### src/rtl/uart_bridge_pkg.sv
// Shared definitions for the UART bridge: byte width, TX sequencer state encoding
// and the default host trigger byte.
package uart_bridge_pkg;

  localparam int unsigned BYTE_W = 8;

  typedef logic [BYTE_W-1:0] byte_t;

  localparam int unsigned DEF_TRIG_BYTE = 32'h0000_0041;

  typedef enum logic [1:0] {
    SEQ_IDLE = 2'd0,
    SEQ_ARM  = 2'd1,
    SEQ_BUSY = 2'd2
  } seq_state_t;

endpackage

### src/rtl/sync_byte_fifo.sv
// Single-clock byte FIFO. A push and a pop in the same cycle both succeed even
// when full; a push while full with no pop is refused and the caller sees o_full.
module sync_byte_fifo
  import uart_bridge_pkg::*;
#(
  parameter int unsigned DEPTH = 16
) (
  input  logic  clk,
  input  logic  rst,
  input  logic  i_push,
  input  byte_t i_data,
  input  logic  i_pop,
  output byte_t o_data,
  output logic  o_full,
  output logic  o_empty
);

  localparam int unsigned AW = $clog2(DEPTH);
  localparam logic [AW:0] FULL_CNT = DEPTH[AW:0];

  if ((DEPTH < 2) || (DEPTH > 256) || ((DEPTH & (DEPTH - 1)) != 0)) begin : g_bad_depth
    $error("sync_byte_fifo: DEPTH must be a power of two in 2..256");
  end

  logic [AW-1:0] r_wr_ptr;
  logic [AW-1:0] r_rd_ptr;
  logic [AW:0]   r_count;
  byte_t         r_mem [DEPTH];
  logic          w_do_push;
  logic          w_do_pop;

  assign o_full    = (r_count == FULL_CNT);
  assign o_empty   = (r_count == {(AW+1){1'b0}});
  assign w_do_pop  = i_pop && !o_empty;
  // A pop frees the slot the same cycle, so a full FIFO still accepts a push.
  assign w_do_push = i_push && (!o_full || w_do_pop);
  assign o_data    = r_mem[r_rd_ptr];

  always_ff @(posedge clk) begin
    if (rst) begin
      r_wr_ptr <= {AW{1'b0}};
      r_rd_ptr <= {AW{1'b0}};
      r_count  <= {(AW+1){1'b0}};
    end else begin
      if (w_do_push) begin
        r_wr_ptr <= r_wr_ptr + AW'(1'b1);
      end
      if (w_do_pop) begin
        r_rd_ptr <= r_rd_ptr + AW'(1'b1);
      end
      case ({w_do_push, w_do_pop})
        2'b10:   r_count <= r_count + (AW+1)'(1'b1);
        2'b01:   r_count <= r_count - (AW+1)'(1'b1);
        default: r_count <= r_count;
      endcase
    end
  end

  always_ff @(posedge clk) begin
    if (w_do_push) begin
      r_mem[r_wr_ptr] <= i_data;
    end
  end

endmodule

### src/rtl/uart_bridge_core.sv
// Bidirectional UART byte bridge: host<->target FIFOs with per-direction TX sequencers.
// Optional target-reset trigger on a host byte, enabled by macro UART_BRIDGE_RST_TRIG_EN.
module uart_bridge_core
  import uart_bridge_pkg::*;
#(
  parameter int unsigned DEPTH      = 16,
  parameter int unsigned TRIG_BYTE  = DEF_TRIG_BYTE,
  parameter int unsigned RST_CYCLES = 16
) (
  input  logic  clk,
  input  logic  rst,
  input  byte_t h_rx_data,
  input  logic  h_rx_valid,
  input  byte_t t_rx_data,
  input  logic  t_rx_valid,
  input  logic  t_tx_rdy,
  output logic  t_tx_en,
  output byte_t t_tx_data,
  input  logic  h_tx_rdy,
  output logic  h_tx_en,
  output byte_t h_tx_data,
  output logic  target_rst_n,
  output logic  led,
  output logic  h_ovf,
  output logic  t_ovf
);

  if ((RST_CYCLES < 1) || (TRIG_BYTE > 32'd255)) begin : g_bad_cfg
    $error("uart_bridge_core: RST_CYCLES must be >= 1 and TRIG_BYTE must fit a byte");
  end

  // Path 0 carries host->target, path 1 carries target->host.
  logic [1:0] w_push;
  logic [1:0] w_rdy;
  byte_t      w_din [2];
  logic [1:0] w_tx_en;
  byte_t      w_tx_data [2];
  logic [1:0] w_ovf;

  assign w_push   = {t_rx_valid, h_rx_valid};
  assign w_rdy    = {h_tx_rdy, t_tx_rdy};
  assign w_din[0] = h_rx_data;
  assign w_din[1] = t_rx_data;

  for (genvar g = 0; g < 2; g++) begin : g_path
    seq_state_t r_state;
    seq_state_t w_state_nxt;
    logic       r_seen_low;
    logic       w_seen_nxt;
    logic       w_arm;
    logic       w_pop;
    logic       w_full;
    logic       w_empty;
    byte_t      w_head;
    logic       r_tx_en;
    byte_t      r_tx_data;
    logic       r_ovf;

    sync_byte_fifo #(.DEPTH(DEPTH)) u_fifo (
      .clk     (clk),
      .rst     (rst),
      .i_push  (w_push[g]),
      .i_data  (w_din[g]),
      .i_pop   (w_pop),
      .o_data  (w_head),
      .o_full  (w_full),
      .o_empty (w_empty)
    );

    assign w_pop = (r_state == SEQ_ARM);

    always_ff @(posedge clk) begin
      if (rst) begin
        r_state    <= SEQ_IDLE;
        r_seen_low <= 1'b0;
        r_tx_en    <= 1'b0;
        r_tx_data  <= 8'h00;
        r_ovf      <= 1'b0;
      end else begin
        r_state    <= w_state_nxt;
        r_seen_low <= w_seen_nxt;
        r_tx_en    <= w_arm;
        // The head captured on entry to ARM is the byte popped in ARM.
        if (w_arm) begin
          r_tx_data <= w_head;
        end else begin
          r_tx_data <= r_tx_data;
        end
        r_ovf <= r_ovf | (w_push[g] && w_full && !w_pop);
      end
    end

    always_comb begin
      w_state_nxt = r_state;
      w_seen_nxt  = r_seen_low;
      w_arm       = 1'b0;
      case (r_state)
        SEQ_IDLE: begin
          if (!w_empty && w_rdy[g]) begin
            w_state_nxt = SEQ_ARM;
            w_arm       = 1'b1;
          end else begin
            w_state_nxt = SEQ_IDLE;
          end
        end
        SEQ_ARM: begin
          w_state_nxt = SEQ_BUSY;
          w_seen_nxt  = 1'b0;
        end
        SEQ_BUSY: begin
          // Wait for the transmitter to report busy, then idle again.
          if (w_rdy[g] && r_seen_low) begin
            w_state_nxt = SEQ_IDLE;
          end else if (!w_rdy[g]) begin
            w_seen_nxt = 1'b1;
          end else begin
            w_state_nxt = SEQ_BUSY;
          end
        end
        default: begin
          w_state_nxt = SEQ_IDLE;
          w_seen_nxt  = 1'b0;
        end
      endcase
    end

    assign w_tx_en[g]   = r_tx_en;
    assign w_tx_data[g] = r_tx_data;
    assign w_ovf[g]     = r_ovf;
  end

  assign t_tx_en   = w_tx_en[0];
  assign t_tx_data = w_tx_data[0];
  assign h_ovf     = w_ovf[0];
  assign h_tx_en   = w_tx_en[1];
  assign h_tx_data = w_tx_data[1];
  assign t_ovf     = w_ovf[1];

`ifdef UART_BRIDGE_RST_TRIG_EN
  localparam int unsigned CW = $clog2(RST_CYCLES + 1);
  localparam logic [CW-1:0] CNT_LOAD = RST_CYCLES[CW-1:0];

  logic          w_trig;
  logic [CW-1:0] r_rst_cnt;
  logic          r_target_rst_n;
  logic          r_led;

  // Triggers are taken from the raw strobe so a byte dropped by a full FIFO still fires.
  assign w_trig = h_rx_valid && (h_rx_data == TRIG_BYTE[BYTE_W-1:0]);

  always_ff @(posedge clk) begin
    if (rst) begin
      r_rst_cnt      <= {CW{1'b0}};
      r_target_rst_n <= 1'b1;
      r_led          <= 1'b0;
    end else if (w_trig) begin
      r_rst_cnt      <= CNT_LOAD;
      r_target_rst_n <= 1'b0;
      r_led          <= ~r_led;
    end else if (r_rst_cnt != {CW{1'b0}}) begin
      r_rst_cnt      <= r_rst_cnt - CW'(1'b1);
      r_target_rst_n <= (r_rst_cnt == CW'(1'b1));
      r_led          <= r_led;
    end else begin
      r_rst_cnt      <= r_rst_cnt;
      r_target_rst_n <= 1'b1;
      r_led          <= r_led;
    end
  end

  assign target_rst_n = r_target_rst_n;
  assign led          = r_led;
`else
  assign target_rst_n = 1'b1;
  assign led          = 1'b0;
`endif

endmodule

### config.mk
export PLATFORM = sky130hd
export DESIGN_NAME = uart_bridge_core
export DESIGN_NICKNAME = d
export VERILOG_FILES = /design/src/rtl/uart_bridge_pkg.sv /design/src/rtl/sync_byte_fifo.sv /design/src/rtl/uart_bridge_core.sv
export SDC_FILE = /design/constraint.sdc
export NUM_CORES = 1
export LEC_CHECK = 0
export CAP_MARGIN = 20
export CORE_MARGIN = 2
export CORE_UTILIZATION = 35
export CTS_CLUSTER_SIZE = 24
export DETAILED_ROUTE_END_ITERATION = 12
export PLACE_DENSITY_LB_ADDON = 0.15
export SYNTH_ARGS = -nofsm -noshare
export SYNTH_HDL_FRONTEND = slang
export SYNTH_SLANG_ARGS = --single-unit
export TNS_END_PERCENT = 20
### constraint.sdc
create_clock -name clk -period 7.4 [get_ports clk]
set_input_delay 0.74 -clock clk [delete_from_list [all_inputs] [get_ports clk]]
set_output_delay 0.74 -clock clk [all_outputs]
set_load 0.02 [all_outputs]
==> out/summary.txt <==
CP delay by family, top -> compound AO/OA/AOI/OAI gates
Clock latency on the worst-skew pair -> 0.52 ns
Ys async rst share -> 0%
PD cells -> 272 nW/um2
Wirelength per Cell -> 20.1 um
Critical path class -> reg -> reg
Max Freq -> 322 MHz
Post-CTS setup repair buffer count -> 0
Die area -> 37200 um2
Synth Cell Area -> 12500 um2
Status -> finished, final reports clean
Crit path max fanout -> 10
Fin. Hold Viols -> 0
Standard-cell rows -> 69
Number of distinct library cells after synthesis -> 55
H-tree depth reported by CTS -> 2
Tot GR Track Use -> 14.8%
Data required, critical path -> 7.80 ns
Post-Route Setup TNS -> 0 ns
Post-route setup slack -> 4.30 ns
Buf/Inv on CP -> 1
CTS buffer count -> 37
Clock transition at path regs -> 0.06 ns
Max incr delay on CP -> 0.60 ns
IO Pins -> 44
Final setup fails -> 0
Post-CTS Hold Buffers -> 0
Post-layout min period -> 3.10 ns
RSZ-0062 raised after global routing -> no
Cell repeated most along the worst path -> ha_1
Commonest cells after routing, fill and taps aside -> 256 x edfxtp_1, 132 x mux2i_1, 66 x o22ai_1
Post-synth top flop -> edfxtp_1
Post-Synthesis Cells -> 822
Core box area -> 35300 um2
Commonest non-fill, non-tap cell in the layout -> edfxtp_1
Initial Util -> 35.3%
Antenna diode count -> 0
Sequential share of the synthesized area -> 70.0%
Width of the die -> 193 um
Final Cell Area -> 14500 um2
First-pass GRT wire length -> 40.7 mm
Final wirelength -> 27.1 mm
Dpl cell area -> 13300 um2
Synth Warn # -> 0
Gp weighted congestion -> 0.766
Crit-path slowest cell -> or4_4
Initial antenna violation count -> 0
Die H -> 193 um
Vias in the first global route -> 6635
Worst slew pin tran -> 0.889 ns
Crit-path cells -> or4_4, o31a_4, inv_2, ha_1, xor2_1, ha_1, a21oi_1, a32oi_1, a31oi_1, mux2_2
Antenna viol nets, final -> 0
Sink Count -> 308
Relative slew slack -> 40.5%
Routed vias/inst -> 5.06
Bufs on Longest Clock Path -> 3
Crit start category -> flip-flop
Final layout net count -> 900
Arrival time of the worst setup path -> 3.50 ns
Synth Area per Inst -> 15.2 um2
Layout Skew -> 0.0212 ns
Max Slew Vio Count -> 0
Share of cells above drive strength 1 -> 10.2%
Final worst-path cycle share -> 41.9%
Post-cts sizing count -> 0
GRT Residual Overflow -> 0
Hpwl dp -> 17.8 mm
Synthesis-stage register bit count -> 308
Peak supply drop -> 0.191 mV
Static leakage -> 4.52 nW
Worst hold path class -> reg -> reg
DRC errors left -> 0
CTS tree -> done
EDFF count, synth -> 256
Vias after detailed routing -> 6837
DR iter-0 viols -> 358
Drt first pass iters -> 5
Placement Setup Slack -> 4.02 ns
Worst setup EP type -> flip-flop
IO buf count -> 41
Largest net degree at the start of global routing -> 43
MaxCap Viol Count -> 0
Syn Nets -> 861
P&R area growth vs syn -> 16.2%
Clock root cell -> clkbuf_16
-- through the flow --
stage	hold slack [ns]	utilization, %	cells	power [mW]
finish	0.465	41.0	1351	3.95
global placement	0.445	37.7	1283	2.25
detailed placement	0.451	37.7	1283	2.25
floorplan	0.468	-	822	2.14
global route	0.479	41.0	1351	4.09
CTS	0.469	41.0	1351	4.00
-- routing by layer --
layer | GRT usage [%] | vias up | routed length (um)
li1 | - | 3283 | -
met1 | 21.1 | 3385 | 13000
met2 | 23.1 | 132 | 12400
met3 | 2.51 | 37 | 1110
met4 | 4.23 | 0 | 554
met5 | 0 | - | 0
-- report_power, final --
part | total, mW | switching (mW) | leakage [nW] | internal (mW)
clock | 1.73 | 0.698 | 0.575 | 1.04
sequential | 1.96 | 0.0331 | 2.74 | 1.92
combinational | 0.256 | 0.157 | 1.21 | 0.0992
total | 3.95 | 0.888 | 4.52 | 3.06
-- path summary, 6_finish.rpt --
path	cells after the start	slack (ns)	start	end
max	10	4.30	g_path[0].u_fifo.r_count[0]	g_path[0].u_fifo.r_count[4]
min	1	0.46	t_tx_data[5]	t_tx_data[5]
max reg2reg	10	4.30	g_path[0].u_fifo.r_count[0]	g_path[0].u_fifo.r_count[4]
min reg2reg	1	0.46	t_tx_data[5]	t_tx_data[5]
-- cell type report --
type,count,area (um2)
multi-input combinational,444,3430
clock buffer,50,1010
tap,461,577
inverter,18,72.6
fill,3227,20800
clock inverter,18,174
sequential,308,8740
timing repair buffer,52,488
-- registers in the layout, summed over array words and instances, names as in the netlist --
signal                  count
t_ovf                       1
g_path.u_fifo.r_count      10
h_tx_data                   8
g_path.u_fifo.r_rd_ptr      8
g_path.u_fifo.r_mem       256
t_tx_en                     1
h_tx_en                     1
h_ovf                       1
g_path.r_state              4
g_path.r_seen_low           2
t_tx_data                   8
g_path.u_fifo.r_wr_ptr      8
-- synthesized netlist by cell type (all sizes together), types with 2 or more instances --
cell     instances  share of area (%)
xnor2            5               0.35
nor4            18               0.90
mux2i          132                 11
dfxtp           52                8.3
nand3b           9               0.54
or3b             6               0.42
xor2            12               0.84
clkbuf          28               0.86
o311ai           2               0.42
nand2b           8               0.40
a41oi            2               0.14
o2bb2ai         16                1.1
buf             24                1.0
a22oi            2               0.12
o31a             2               0.28
o211ai           2               0.12
nand2           18               0.56
o21ai            6               0.30
ha              17                1.7
or4              2               0.18
o21ba            2               0.16
inv             17               0.51
a31oi            2               0.10
a21o             2               0.12
and2b            2               0.12
nand3            7               0.28
conb             2              0.060
or3             10               0.50
mux2             2               0.18
o22ai           66                3.3
a211oi           2               0.12
a21oi           15               0.66
nor2            47                1.4
a211o            5               0.35
nor3            12               0.48
edfxtp         256                 62
-- cell families (layout without fill, tap and decap cells) --
family | after synthesis | count (layout) | synth area share (%)
and+or+nand+nor | 144 | 144 | 6.15
adders and majority gates | 17 | 17 | 1.71
AOI/OAI and AO/OA | 130 | 130 | 7.63
DFF | 308 | 308 | 70.0
muxes | 134 | 134 | 10.8
buffers and inverters | 70 | 138 | 2.49
xor gates and xnor gates | 17 | 17 | 1.19
other | 2 | 2 | 0.0602
(Power assumes the default switching activity.)
